$ cat src/rtl/reg_dump_ctrl.sv
// ---------------------------------------------------------------------------
// reg_dump_ctrl
//
// Walks a range of register-file addresses (first..last inclusive, wrapping
// past the top address) and streams each register value out over a
// valid/ready interface, one word every two clocks at full throughput.
//
// Ports:
//   clk         clock, all state updates on the rising edge
//   rst         synchronous active-high reset
//   start       request a dump, sampled only while idle
//   first_adds  first register address to dump
//   last_adds   last register address to dump (inclusive)
//   rd_adds     address to the register-file combinational read port
//   rd_data     register-file read data for rd_adds, same cycle
//   out_valid   out_data/out_adds/out_last hold a valid word
//   out_ready   downstream accepts the word when high with out_valid
//   out_data    dumped register value
//   out_adds    address of the dumped register
//   out_last    word is the final one of the dump
//   busy        high whenever the controller is not idle
//   done        one-cycle pulse after the final word is accepted
// ---------------------------------------------------------------------------
module reg_dump_ctrl #(
    parameter int DATA_W = 32,
    parameter int ADDR_W = 5
) (
    input  logic              clk,
    input  logic              rst,
    input  logic              start,
    input  logic [ADDR_W-1:0] first_adds,
    input  logic [ADDR_W-1:0] last_adds,
    output logic [ADDR_W-1:0] rd_adds,
    input  logic [DATA_W-1:0] rd_data,
    output logic              out_valid,
    input  logic              out_ready,
    output logic [DATA_W-1:0] out_data,
    output logic [ADDR_W-1:0] out_adds,
    output logic              out_last,
    output logic              busy,
    output logic              done
);

    typedef enum logic [1:0] {
        ST_IDLE = 2'd0,
        ST_READ = 2'd1,
        ST_SEND = 2'd2,
        ST_DONE = 2'd3
    } state_t;

    state_t              state_reg, state_next;
    logic [ADDR_W-1:0]   cur_reg, cur_next;
    logic [ADDR_W-1:0]   stop_reg, stop_next;
    logic                valid_reg, valid_next;
    logic [DATA_W-1:0]   data_reg, data_next;
    logic [ADDR_W-1:0]   adds_reg, adds_next;
    logic                last_reg, last_next;
    logic                busy_reg, busy_next;
    logic                done_reg, done_next;

    // Next-state and next-output logic
    always_comb begin
        state_next = state_reg;
        cur_next   = cur_reg;
        stop_next  = stop_reg;
        valid_next = valid_reg;
        data_next  = data_reg;
        adds_next  = adds_reg;
        last_next  = last_reg;

        unique case (state_reg)
            ST_IDLE: begin
                if (start) begin
                    cur_next   = first_adds;
                    stop_next  = last_adds;
                    state_next = ST_READ;
                end
            end
            ST_READ: begin
                // rd_adds is cur_reg, so rd_data already belongs to this word
                data_next  = rd_data;
                adds_next  = cur_reg;
                last_next  = (cur_reg == stop_reg);
                valid_next = 1'b1;
                state_next = ST_SEND;
            end
            ST_SEND: begin
                if (valid_reg && out_ready) begin
                    valid_next = 1'b0;
                    if (last_reg) begin
                        state_next = ST_DONE;
                    end else begin
                        // natural wrap of the ADDR_W-bit counter handles first > last
                        cur_next   = cur_reg + ADDR_W'(1);
                        state_next = ST_READ;
                    end
                end
            end
            ST_DONE: begin
                state_next = ST_IDLE;
            end
            default: begin
                state_next = ST_IDLE;
            end
        endcase

        // busy/done are registered decodes of the state being entered
        busy_next = (state_next != ST_IDLE);
        done_next = (state_next == ST_DONE);
    end

    always_ff @(posedge clk) begin
        if (rst) begin
            state_reg <= ST_IDLE;
            cur_reg   <= '0;
            stop_reg  <= '0;
            valid_reg <= 1'b0;
            data_reg  <= '0;
            adds_reg  <= '0;
            last_reg  <= 1'b0;
            busy_reg  <= 1'b0;
            done_reg  <= 1'b0;
        end else begin
            state_reg <= state_next;
            cur_reg   <= cur_next;
            stop_reg  <= stop_next;
            valid_reg <= valid_next;
            data_reg  <= data_next;
            adds_reg  <= adds_next;
            last_reg  <= last_next;
            busy_reg  <= busy_next;
            done_reg  <= done_next;
        end
    end

    assign rd_adds   = cur_reg;
    assign out_valid = valid_reg;
    assign out_data  = data_reg;
    assign out_adds  = adds_reg;
    assign out_last  = last_reg;
    assign busy      = busy_reg;
    assign done      = done_reg;

endmodule

$ cat config.mk
export PLATFORM = sky130hd
export DESIGN_NAME = reg_dump_ctrl
export DESIGN_NICKNAME = d
export VERILOG_FILES = /design/src/rtl/reg_dump_ctrl.sv
export SDC_FILE = /design/constraint.sdc
export NUM_CORES = 1
export LEC_CHECK = 0
export ABC_AREA = 1
export BUFFER_PORTS_ARGS = -buffer_cell sky130_fd_sc_hd__clkbuf_2
export CAP_MARGIN = 20
export CORE_ASPECT_RATIO = 0.75
export CORE_MARGIN = 4
export CORE_UTILIZATION = 46
export CTS_CLUSTER_DIAMETER = 40
export DETAILED_ROUTE_END_ITERATION = 16
export PLACE_DENSITY = 0.78
export SLEW_MARGIN = 40
export SYNTH_ARGS = -nofsm -noshare
export SYNTH_HDL_FRONTEND = slang
export SYNTH_SLANG_ARGS = --single-unit
export TNS_END_PERCENT = 30
$ cat constraint.sdc
create_clock -name clk -period 1.3 [get_ports clk]
set_input_delay 0.13 -clock clk [delete_from_list [all_inputs] [get_ports clk]]
set_output_delay 0.13 -clock clk [all_outputs]
set_load 0.1 [all_outputs]
==> summary.md <==
| Metric | Value |
|---|---|
| Yosys top cell by area | dfxtp_1 |
| Final min period | 1.21 ns |
| Async set-or-reset flop fraction in the synthesized netlist | 0 |
| Drt drc | 0 |
| Pwr Total | 4320 uW |
| Post-Route WL | 5100 um |
| Clk slew on worst S/H paths | 0.09 ns |
| Clock Sinks | 53 |
| Initial Utilization | 0.490 |
| Worst slew pin tran | about 0.54 ns |
| Resize count post-CTS | 0 |
| CTS tree | done |
| Setup crit start kind | flip-flop |
| Slew margin rel. | 0.642 |
| Setup CP Type | flip-flop to primary output |
| Slowest stage delay, CP | between 0.4 and 0.5 ns |
| GR Util met1 | 0.245 |
| Hold Path End | out_valid$_SDFFE_PP0P_ |
| # diodes | 0 |
| Max reg flops | 32 |
| Final #Nets | 402 |
| Worst Reg-to-Reg Cells | 6 |
| Worst-path fanout max | 2 |
| Combinational share of power | 0.356 |
| Cell with the most instances after synthesis | nor2_1 |
| Setup violators final | 0 |
| Num CTS Buffers | 5 |
| Largest cells by area after synthesis | dfxtp_1 52%, nor2_1 15%, o21ai_0 12%, nand2_1 3.3%, a21oi_1 2.2% |
| Reg power frac | 0.433 |
| LEAKAGE | 0.00131 uW |
| Yosys top cell area share | 0.522 |
| IO Port Bufs | between 90 and 100 |
| Area growth, synth to finish | 36.6% |
| Commonest cells post-synth | 84 x nor2_1, 53 x dfxtp_1, 48 x o21ai_0, 18 x nand2_1 |
| R2R Setup Slk | 0.10 ns |
| First-pass GRT wire length | 8390 um |
| Clock share of power | 0.211 |
| RSZ-0062 raised after global routing | no |
| Fin worst setup slack | roughly 0.093 ns |
| Core box area | 0.00415 sq mm |
| Min-delay src | out_ready |
| Post-synthesis sequential area ratio | 0.522 |
| Synth warnings | 0 |
| Top Family by Delay on Critical Path | buffers and inverters |
| Final Non-Filler Cells | 410 |
| R2r endpoint | rd_adds[2]$_SDFFE_PP0P_ |
| Slowest CP cell | clkbuf_2 |
| GRT met2 Usage | 0.280 |
| Sw Share | 0.410 |
| Die H | between 60 and 70 um |
| Post-synth EDFFs | 0 |
| Placed insts | 403 |
| Max-Cap Viols | 0 |
| GPL Wtd Cong | between 0.7 and 0.8 |
| Pint | 2550 uW |
| Vias in the first global route | ~1900 |
| CP cell instances | clkbuf_2 |
| Initial antenna violation count | 0 |
| Buf+Inv Stages, Crit Path | 1 |
| Outcome | complete, no violations |
| Vias | 2002 |
| Clk root buf | clkbuf_8 |
| Worst VDD drop | roughly 0.8 mV |
| Top FF cell, synth | dfxtp_1 |
| Die width | 84.8 um |
| Syn avg cell area | around 7.7 sq um |
| Fin. Hold Viols | 0 |
| Hold depth | 2 |
| Routed wire length per instance | 12.4 um |
| Detail Route Antenna Nets | 0 |
| Synthesized area | around 0.0020 sq mm |
| Placement Setup Slack | between 0.1 and 0.15 ns |
| Htree depth | 2 |
| Pins Over Slew Limit | 0 |
| Layout Utilization | 0.669 |
| Final period util | 0.929 |
| Library cells used by synthesis | 23 |
| Final HPWL DP | about 3800 um |
| Total grt overflow | 0 |
| Hold Buf Count CTS | 0 |
| Post-CTS setup buffers | 0 |
| Data arrival, critical path | 1.08 ns |
| GR Util All Layers | 0.186 |
| Setup Skew | 0.00733 ns |
| Worst path required time | 1.17 ns |
| Fmax | 0.828 GHz |
| Met3 Resource Use GR | 0.0689 |
| Setup TNS | 0 ns |
| Starting DRT DRC Count | between 70 and 80 |
| Die ar. | 0.00556 sq mm |
| CP endpoint kind | primary output |
| Max Root-Sink Buffers | 2 |
| Share of layout cells above drive strength 1 | 0.346 |
| I/O pins | 92 |
| Psw | around 1800 uW |
| Worst flop-to-flop path startpoint | state_reg[0]$_SDFF_PP0_ |
| Most used routing layer | met2 |
| Cells after Synth | around 270 |
| Synthesized net count | 312 |
| #FFs+latches synth | 53 |
| Hold Crit Class | primary input to flip-flop |
| Vias per inst | between 4 and 5 |
| Clk_lat worst skew | 0.30 ns |
| Largest net degree at the start of global routing | 30 |
| DRT Pass-1 Iters | 4 |
| P per Cell Area | 1550 mW/mm^2 |
| Cell row count | 20 |
## cell usage in the layout (no fill, tap or decap)
cell type and instances:
buf_4 47, a21oi_1 9, nor2_1 84, clkbuf_8 6
nand4_1 2, xnor2_1 2, dfxtp_4 4, nor2_4 1
xor2_1 2, nand2_2 2, nand3_2 2, ha_1 1
o21ai_1 3, dfxtp_1 46, inv_1 9, o21ai_0 48
buf_12 3, clkbuf_2 46, inv_2 5, clkbuf_1 1
clkinv_2 1, nand2_1 18, a21oi_2 1, dfxtp_2 3
nand3_1 7, or2_2 2
## layer usage
layer  part of all wire  wire (um)
met5                  0          0
met4              0.011         57
met3               0.11        544
met2               0.41       2070
met1               0.48       2430
## area by class of cell
cell class	instances	area [sq um]
timing repair buffer	96	643
tap	55	68.8
fill	374	1380
sequential	53	1080
multi-input combinational	184	843
clock buffer	7	86.3
inverter	15	57.6
## logic make-up (layout without fill, tap and decap cells)
family,after synthesis,after routing,synth area share
adder cells (fa/ha/maj),1,1,0.00615
buffers and inverters,28,118,0.0640
AND/OR/NAND/NOR,118,118,0.239
AO/OA/AOI/OAI,61,61,0.152
flip-flops,53,53,0.522
XOR/XNOR,4,4,0.0172
## per-stage QoR
stage / hold WS (ns) / instance area [sq um]
4_1_cts: 0.000974 / 2780
6_report: 0.0112 / 2780
3_5_place_dp: 0.321 / 2690
2_1_floorplan: 0.192 / 2050
5_1_grt: 0.00367 / 2780
3_3_place_gp: 0.313 / 2690
## power by group through the flow
stage / sequential [uW] / clock [uW] / combinational [uW]
floorplan: 2740 / 0 / 341
global placement: 1900 / 0 / 1530
detailed placement: 1910 / 0 / 1540
CTS: 1870 / 938 / 1540
global route: 1890 / 1000 / 1620
finish: 1870 / 910 / 1540
## how the worst max path moves through the flow
stage                                   start  depth (start not counted)                       end
floorplan            out_adds[2]$_SDFFE_PP0P_                          2  out_adds[2]$_SDFFE_PP0P_
global placement      state_reg[0]$_SDFF_PP0_                          6   rd_adds[2]$_SDFFE_PP0P_
detailed placement    state_reg[0]$_SDFF_PP0_                          6   rd_adds[2]$_SDFFE_PP0P_
CTS                 out_data[17]$_SDFFE_PP0P_                          1              out_data[17]
global route          state_reg[0]$_SDFF_PP0_                          6   rd_adds[0]$_SDFFE_PP0P_
finish              out_data[17]$_SDFFE_PP0P_                          1              out_data[17]
Power figures use the tool's default switching activity.
